File: src/rtl/pipe_hazard_ctrl.sv
// Pipeline hazard controller: load-use bubbles, branch flushes and the
// multdiv stall/release sequence for a five-stage pipeline.
module pipe_hazard_ctrl #(
   parameter int MD_TIMEOUT = 40
) (
   input  logic        clock,
   input  logic        reset,
   input  logic [31:0] FDB,
   input  logic [31:0] DXB,
   input  logic        md_op,
   input  logic        md_ready,
   input  logic        branch_taken,
   output logic        fd_en,
   output logic        dx_en,
   output logic        xm_en,
   output logic        mw_en,
   output logic        fd_flush,
   output logic        dx_flush,
   output logic        xm_flush,
   output logic        md_start,
   output logic        md_busy,
   output logic        stall,
   output logic        md_timeout
);

   typedef enum logic [1:0] {RUN, MD_WAIT, MD_DONE} state_t;

   localparam logic [5:0] CountLast = 6'(MD_TIMEOUT - 1);
   localparam logic [5:0] CountMax  = 6'h3f;

   state_t     state;
   logic [5:0] count;
   logic [4:0] dxRd;
   logic       loadUse;
   logic       unusedBits;

   // A store reads rB only as data to write, which the decode stage does not need yet.
   assign dxRd    = DXB[14:10];
   assign loadUse = DXB[29] && (dxRd != 5'd0) &&
                    ((FDB[4:0] == dxRd) || ((FDB[9:5] == dxRd) && !FDB[30]));

   assign unusedBits = ^{FDB[31], FDB[29:10], DXB[31:30], DXB[28:15], DXB[9:0]};

   always_ff @(posedge clock or negedge reset) begin
      if (!reset) begin
         state      <= RUN;
         count      <= 6'd0;
         md_timeout <= 1'b0;
      end else begin
         case (state)
            RUN: begin
               if (!branch_taken && md_op) begin
                  state <= MD_WAIT;
                  count <= 6'd0;
               end
            end
            MD_WAIT: begin
               if (md_ready) begin
                  state <= MD_DONE;
               end else begin
                  if (count != CountMax) begin
                     count <= count + 6'd1;
                  end
                  if (count == CountLast) begin
                     md_timeout <= 1'b1;
                     state      <= MD_DONE;
                  end
               end
            end
            MD_DONE: state <= RUN;
            default: state <= RUN;
         endcase
      end
   end

   // Outputs are Mealy: they follow the current inputs within the cycle.
   always_comb begin
      fd_en    = 1'b1;
      dx_en    = 1'b1;
      xm_en    = 1'b1;
      mw_en    = 1'b1;
      fd_flush = 1'b0;
      dx_flush = 1'b0;
      xm_flush = 1'b0;
      md_start = 1'b0;
      md_busy  = 1'b0;
      case (state)
         RUN: begin
            if (branch_taken) begin
               fd_flush = 1'b1;
               dx_flush = 1'b1;
            end else if (md_op) begin
               md_start = 1'b1;
               fd_en    = 1'b0;
               dx_en    = 1'b0;
               xm_flush = 1'b1;
            end else if (loadUse) begin
               fd_en    = 1'b0;
               dx_flush = 1'b1;
            end
         end
         MD_WAIT: begin
            fd_en    = 1'b0;
            dx_en    = 1'b0;
            xm_flush = 1'b1;
            md_busy  = 1'b1;
         end
         default: ;
      endcase
   end

   assign stall = !fd_en;

endmodule

File: config.mk
export PLATFORM = sky130hd
export DESIGN_NAME = pipe_hazard_ctrl
export DESIGN_NICKNAME = d
export VERILOG_FILES = /design/src/rtl/pipe_hazard_ctrl.sv
export SDC_FILE = /design/constraint.sdc
export NUM_CORES = 1
export LEC_CHECK = 0
export CORE_ASPECT_RATIO = 1.75
export CORE_UTILIZATION = 26
export CTS_CLUSTER_SIZE = 28
export DETAILED_ROUTE_END_ITERATION = 8
export PLACE_DENSITY = 0.76
export SKIP_CTS_REPAIR_TIMING = 1
export SYNTH_ARGS = -nofsm -noshare
export SYNTH_HDL_FRONTEND = slang
export SYNTH_SLANG_ARGS = --single-unit
export TNS_END_PERCENT = 30
File: constraint.sdc
create_clock -name clock -period 2.5 [get_ports clock]
set_clock_uncertainty 0.15 [all_clocks]
set_input_delay 0.5 -clock clock [delete_from_list [all_inputs] [get_ports clock]]
set_output_delay 0.5 -clock clock [all_outputs]
set_load 0.01 [all_outputs]
==> results of run 1 <==
-- state kept, by name (all words and copies together), names as in the netlist --
| signal | cells |
|---|---|
| md_timeout | 1 |
| state | 2 |
| count | 6 |
-- placed cells by master (no fill, tap or decap), types with 2 or more instances in the layout --
master	Yosys	routed
xnor2_1	9	8
dfrtp_1	9	9
clkbuf_8	0	3
dlymetal6s2s_1	0	14
conb_1	1	2
buf_2	0	3
clkbuf_2	0	5
a21oi_1	4	4
nand2_1	5	5
inv_1	3	3
or3_1	4	4
buf_4	2	13
clkdlybuf4s50_1	0	8
o21ai_0	7	6
o21bai_1	3	3
nand3_1	5	5
-- cell families (layout without fill, tap and decap cells) --
group | after synthesis | count (layout)
flip-flops | 9 | 9
buffers and inverters | 7 | 50
XOR/XNOR | 10 | 10
AND/OR/NAND/NOR | 25 | 25
other | 1 | 2
AO/OA/AOI/OAI | 20 | 20
adder cells (fa/ha/maj) | 1 | 1
-- worst reg2reg max path, delay by kind of cell, from the launching register on --
| family | cells | cell delay [ps] |
|---|---|---|
| simple gates | 2 | 620 |
| compound gates | 2 | 300 |
| buf+inv | 2 | 370 |
| flops | 1 | 400 |
-- worst min-delay path by stage --
stage | depth (start not counted) | end | startpoint | slack [ps]
after floorplan | 0 | count[0]$_DFFE_PN0P_ | reset | 50
after global placement | 1 | md_timeout$_DFFE_PN0P_ | md_timeout$_DFFE_PN0P_ | 300
after detailed placement | 1 | md_timeout$_DFFE_PN0P_ | md_timeout$_DFFE_PN0P_ | 300
after CTS | 1 | md_timeout$_DFFE_PN0P_ | md_timeout$_DFFE_PN0P_ | 310
after global routing | 1 | md_timeout$_DFFE_PN0P_ | md_timeout$_DFFE_PN0P_ | 320
final | 1 | md_timeout$_DFFE_PN0P_ | md_timeout$_DFFE_PN0P_ | 310
-- cell type report --
type	instances	area [sq um]	share of cell area
multi-input combinational	58	433	0.380
sequential	9	225	0.198
inverter	3	11.3	0.00988
timing repair buffer	43	393	0.345
tap	26	32.5	0.0285
clock buffer	4	45.0	0.0395
-- through the flow --
stage | hold WS (ps) | instance area (sq um)
final | 307 | 1140
after detailed placement | 295 | 1080
after CTS | 310 | 1120
after floorplan | 54.4 | 684
after global placement | 305 | 1080
after global routing | 324 | 1140
-- synth_stat cells, drive strengths merged (2+ instances only) --
master and n:
a21oi 4, o21ai 7, nand2 5, or4 2
dfrtp 9, nor3b 2, xnor2 9, or3 4
inv 3, buf 4, o21bai 3, nand3 5
-- power groups by stage --
| stage | combinational, mW | clock (mW) | sequential (mW) |
|---|---|---|---|
| floorplan | 0.0875 | 0 | 0.172 |
| global placement | 0.194 | 0 | 0.171 |
| detailed placement | 0.199 | 0 | 0.172 |
| CTS | 0.200 | 0.176 | 0.170 |
| global route | 0.205 | 0.187 | 0.172 |
| finish | 0.187 | 0.174 | 0.170 |
-- routing by layer --
layer,vias to the layer above,track usage
met4,0,0.100
met3,6,0.0321
met5,-,0
met1,326,0.106
met2,40,0.280
li1,350,-
==> flow_summary.yaml, run 1 <==
drt:
  drt_iter0_drc: 16
  top_layer: "met4"
  wl_per_cell_um: 13.9
  vias_per_cell: 5.05
  wl_mm: 1.99
  drc: 0
  vias: 722
  ant_nets: 0
  wl_met2_mm: 1.13
  drt_pre_antenna_iters: 4
  m1WireLength_um: 581
  met3_length_um: 232
yosys:
  ys_types: 30
  synthCells: 73
  syn-cell-area_sq_um: 681
  synth_area_per_cell_sq_um: 9.32
  muxShareOfSynthArea: 0
  synth_xor_xnor_area_share: 0.129
  synth_top_area_share: 0.331
  synth_compound_area_frac: 0.199
  ys_seq_area_frac: 0.331
  async_flop_share: 1.00
  yosysWarnings: 0
  synth_top_cell_by_area: "dfrtp_1"
  yosys.area_share.simple: 0.246
  synth_fa_ha_area_frac: 0.0184
  synth_edf_count: 0
  synthTopCellsByArea: "dfrtp_1, xnor2_1, o21ai_0, nand3_1, or3_1"
  synth-seq-cells: 9
  ys.flop_type: "dfrtp_1"
  synth_top_family_by_area: "simple AND/OR/NAND/NOR gates"
finish:
  area_growth_pct: 67.5
  n_antenna_cell: 0
  layout.cells.non_filler: 143
  filler_cell_count: 246
  final_util: 0.457
  fin_nets: 188
  drive_above_1_share: 0.265
setup_path:
  startpoint_type: "input pin"
  crit_start: "FDB[9]"
  cp_num_cells: 6
  endpoint: "fd_en"
  cpMaxStageDelayCell: "o32a_1"
  r2r_start: "state[1]$_DFFE_PN0P_"
  critical_path.max_fanout: 3
  cp-end-kind: "output port"
  crit_required_ps: 1850
  critPathBufInv: 2
  crit_arrival_ps: 1830
  crit_type: "in2out"
  r2r_end: "count[3]$_DFFE_PN0P_"
  reg2reg_depth: 6
  critical_path.top_delay_family: "compound AO/OA/AOI/OAI gates"
  crit_chain: "dlymetal6s2s_1 > xnor2_1 > nand4_1 > o32a_1 > o41a_1 > buf_2"
  max_stage_delay_ps: 410
  r2r_slack_ps: 570
placement:
  dpl.cell_count: 139
  gp_congestion: 0.841
  portBuffers: 30
  place_hpwl_mm: 1.57
  dp_slack_ps: -737
pwr:
  finalPower_mw: 0.531
  cell_internal_pwr_mw: 0.375
  powerDensity_nw_per_um2: 466
  power_frac_seq: 0.320
  p_sw_mw: 0.156
  max-vdd-ir-drop_mv: 0.295
  power_frac_comb: 0.353
  netSwitchingFraction: 0.294
  p_leak_nw: 0.604
  p_clk_frac: 0.327
clock_network:
  clkTransAtPathRegs_ps: 50
  clockBufferDepth: 2
  clock_latency_ps: 240
  cts_sinks: 9
  cts_tree: "built"
  cts-root-buf: "clkbuf_8"
  htreeDepth: 1
  numCtsBuffers: 3
global_route:
  track_usage: 0.148
  grt_pass1_wl_mm: 2.81
  grt_max_degree: 10
  grt_remaining_overflow: 0
  grt_pass1_vias: 724
  antenna_found_initial: 0
floorplan:
  dieArea_sq_um: 2830
  core.rowCount: 24
  ios: 80
  start_util: 0.273
  core_area_sq_um: 2490
  die_x_um: 40.7
  fp.dieH_um: 69.7
sta:
  rsz0062_at_grt: "true"
  max_freq_mhz: 404
  setup_ws_ps: 23.6
  period_needed_ps: 2480
  setup-tns-final_ps: 0
  hold_violations: 0
  maxSlewViolCount: 0
  fin_crit_sh: 0.991
  setup_violations: 0
flow_run:
  cap_violations: 0
min_path:
  hp-class: "reg2reg"
run_status:
  outcome: "finished, final reports clean"
Power figures use the tool's default switching activity.
==> run 2: changes to the inputs <==
- GPL_ROUTABILITY_DRIVEN: not set -> 0
==> results of run 2 <==
No change in the layout: final DEF, timing and power equal those of run 1.
==> run 3: changes to the inputs <==
- ABC_CLOCK_PERIOD_IN_PS: not set -> 2500
- SKIP_LAST_GASP: not set -> 1
==> run 3 against run 2 <==
Net effect:
- the flow now finishes with violations (negative setup slack)
- non-clock buffer count did not move
- final cell count unchanged
- clock power about the same
- worst setup slack worse by 180 ps
==> flow_summary.yaml, run 3 (same netlist as run 1, synthesis figures left out) <==
drt:
  vias: 722
  drt_pre_antenna_iters: 4
  ant_nets: 0
  wl_mm: 1.97
  drt_iter0_drc: 17
  vias_per_cell: 5.05
  drc: 0
  wl_per_cell_um: 13.8
global_route:
  antenna_found_initial: 0
  grt_remaining_overflow: 0
  track_usage: 0.148
  grt_max_degree: 10
  grt_pass1_vias: 724
  grt_pass1_wl_mm: 2.81
setup_path:
  crit_required_ps: 1850
  crit_type: "in2out"
  startpoint_type: "input pin"
  critPathBufInv: 5
  r2r_start: "state[1]$_DFFE_PN0P_"
  cpMaxStageDelayCell: "clkdlybuf4s50_1"
  r2r_slack_ps: 560
  crit_start: "md_op"
  critical_path.max_fanout: 3
  crit_chain: "clkdlybuf4s50_1 > buf_4 > and2b_1 > o21bai_1 > buf_4 > inv_1 > clkdlybuf4s50_1"
  critical_path.top_delay_family: "buffers and inverters"
  cp-end-kind: "output port"
  crit_arrival_ps: 2010
  max_stage_delay_ps: 470
placement:
  portBuffers: 30
  dpl.cell_count: 139
  dpl_cell_area_sq_um: 1080
  place_hpwl_mm: 1.57
floorplan:
  ios: 80
  dieArea_sq_um: 2830
  fp.dieH_um: 69.7
  die_x_um: 40.7
  start_util: 0.273
  core.rowCount: 24
  core_area_sq_um: 2490
finish:
  fin_area_sq_um: 1140
  area_growth_pct: 67.8
  layout_common_cells: "dlymetal6s2s_1, buf_4, clkdlybuf4s50_1, dfrtp_1, xnor2_1"
  largest_reg_flops: 6
  top_register: "count"
  n_antenna_cell: 0
  drive_above_1_share: 0.256
  layout.cells.non_filler: 143
  largestRegisters: "count x6, state x2, md_timeout x1"
  fin_nets: 188
clock_network:
  cts-root-buf: "clkbuf_8"
  cts_sinks: 9
  clock_latency_ps: 240
  htreeDepth: 1
  clockBufferDepth: 2
  clkTransAtPathRegs_ps: 50
  numCtsBuffers: 3
  cts_tree: "built"
min_path:
  hp-class: "reg2reg"
  worstHoldStart: "md_timeout$_DFFE_PN0P_"
sta:
  maxSlewViolCount: 0
  hold_violations: 0
  setup_violations: 2
  period_needed_ps: 2660
  rsz0062_at_grt: "true"
  max_freq_mhz: 377
  setup_ws_ps: -155
  fin_crit_sh: 1.06
run_status:
  outcome: "finished, violations left"
  violations: "negative setup slack"
pwr:
  powerDensity_nw_per_um2: 467
  finalPower_mw: 0.533
  max-vdd-ir-drop_mv: 0.295
  p_leak_nw: 0.589
flow_run:
  cap_violations: 0
[run 3: cell types whose count changed in the layout (fill, tap and decap cells not counted), sizes merged]
cell | previous run | this run
clkdlybuf4s50 | 8 | 10
buf | 16 | 15
dlymetal6s2s | 14 | 13
[run 3: area by class of cell]
type / instances / area, sq um
clock buffer: 4 / 45.0
inverter: 3 / 11.3
multi-input combinational: 58 / 433
timing repair buffer: 43 / 395
sequential: 9 / 225
fill: 243 / 1350
tap: 26 / 32.5
[run 3: final timing paths]
kind,cells past startpoint,endpoint
setup / recovery,7,xm_flush
hold / removal,1,md_timeout$_DFFE_PN0P_
setup reg to reg,6,count[3]$_DFFE_PN0P_
hold reg to reg,1,md_timeout$_DFFE_PN0P_
max in group asynchronous,1,md_timeout$_DFFE_PN0P_
min in group asynchronous,1,count[3]$_DFFE_PN0P_
[run 3: per-stage QoR]
step / util / setup TNS, ps / setup WS (ps) / hold slack [ps]
final: 0.458 / -222 / -155 / 307
after global routing: 0.458 / -420 / -237 / 324
after CTS: 0.450 / -2820 / -743 / 310
after detailed placement: 0.432 / -3030 / -737 / 295
after global placement: 0.432 / -2750 / -694 / 305
after floorplan: - / 0 / 262 / 54.4
[run 3: where the power goes]
group	leakage [nW]	total [mW]	switching (mW)	internal (mW)
clock network	0.0228	0.174	0.0621	0.111
logic	0.443	0.190	0.0817	0.108
registers	0.123	0.170	0.0120	0.158
[run 3: per-layer routing]
metal,track usage,vias to the layer above,part of all wire
li1,-,350,-
met1,0.106,326,0.30
met2,0.280,40,0.57
met3,0.0321,6,0.11
met4,0.100,0,0.026
met5,0,-,0
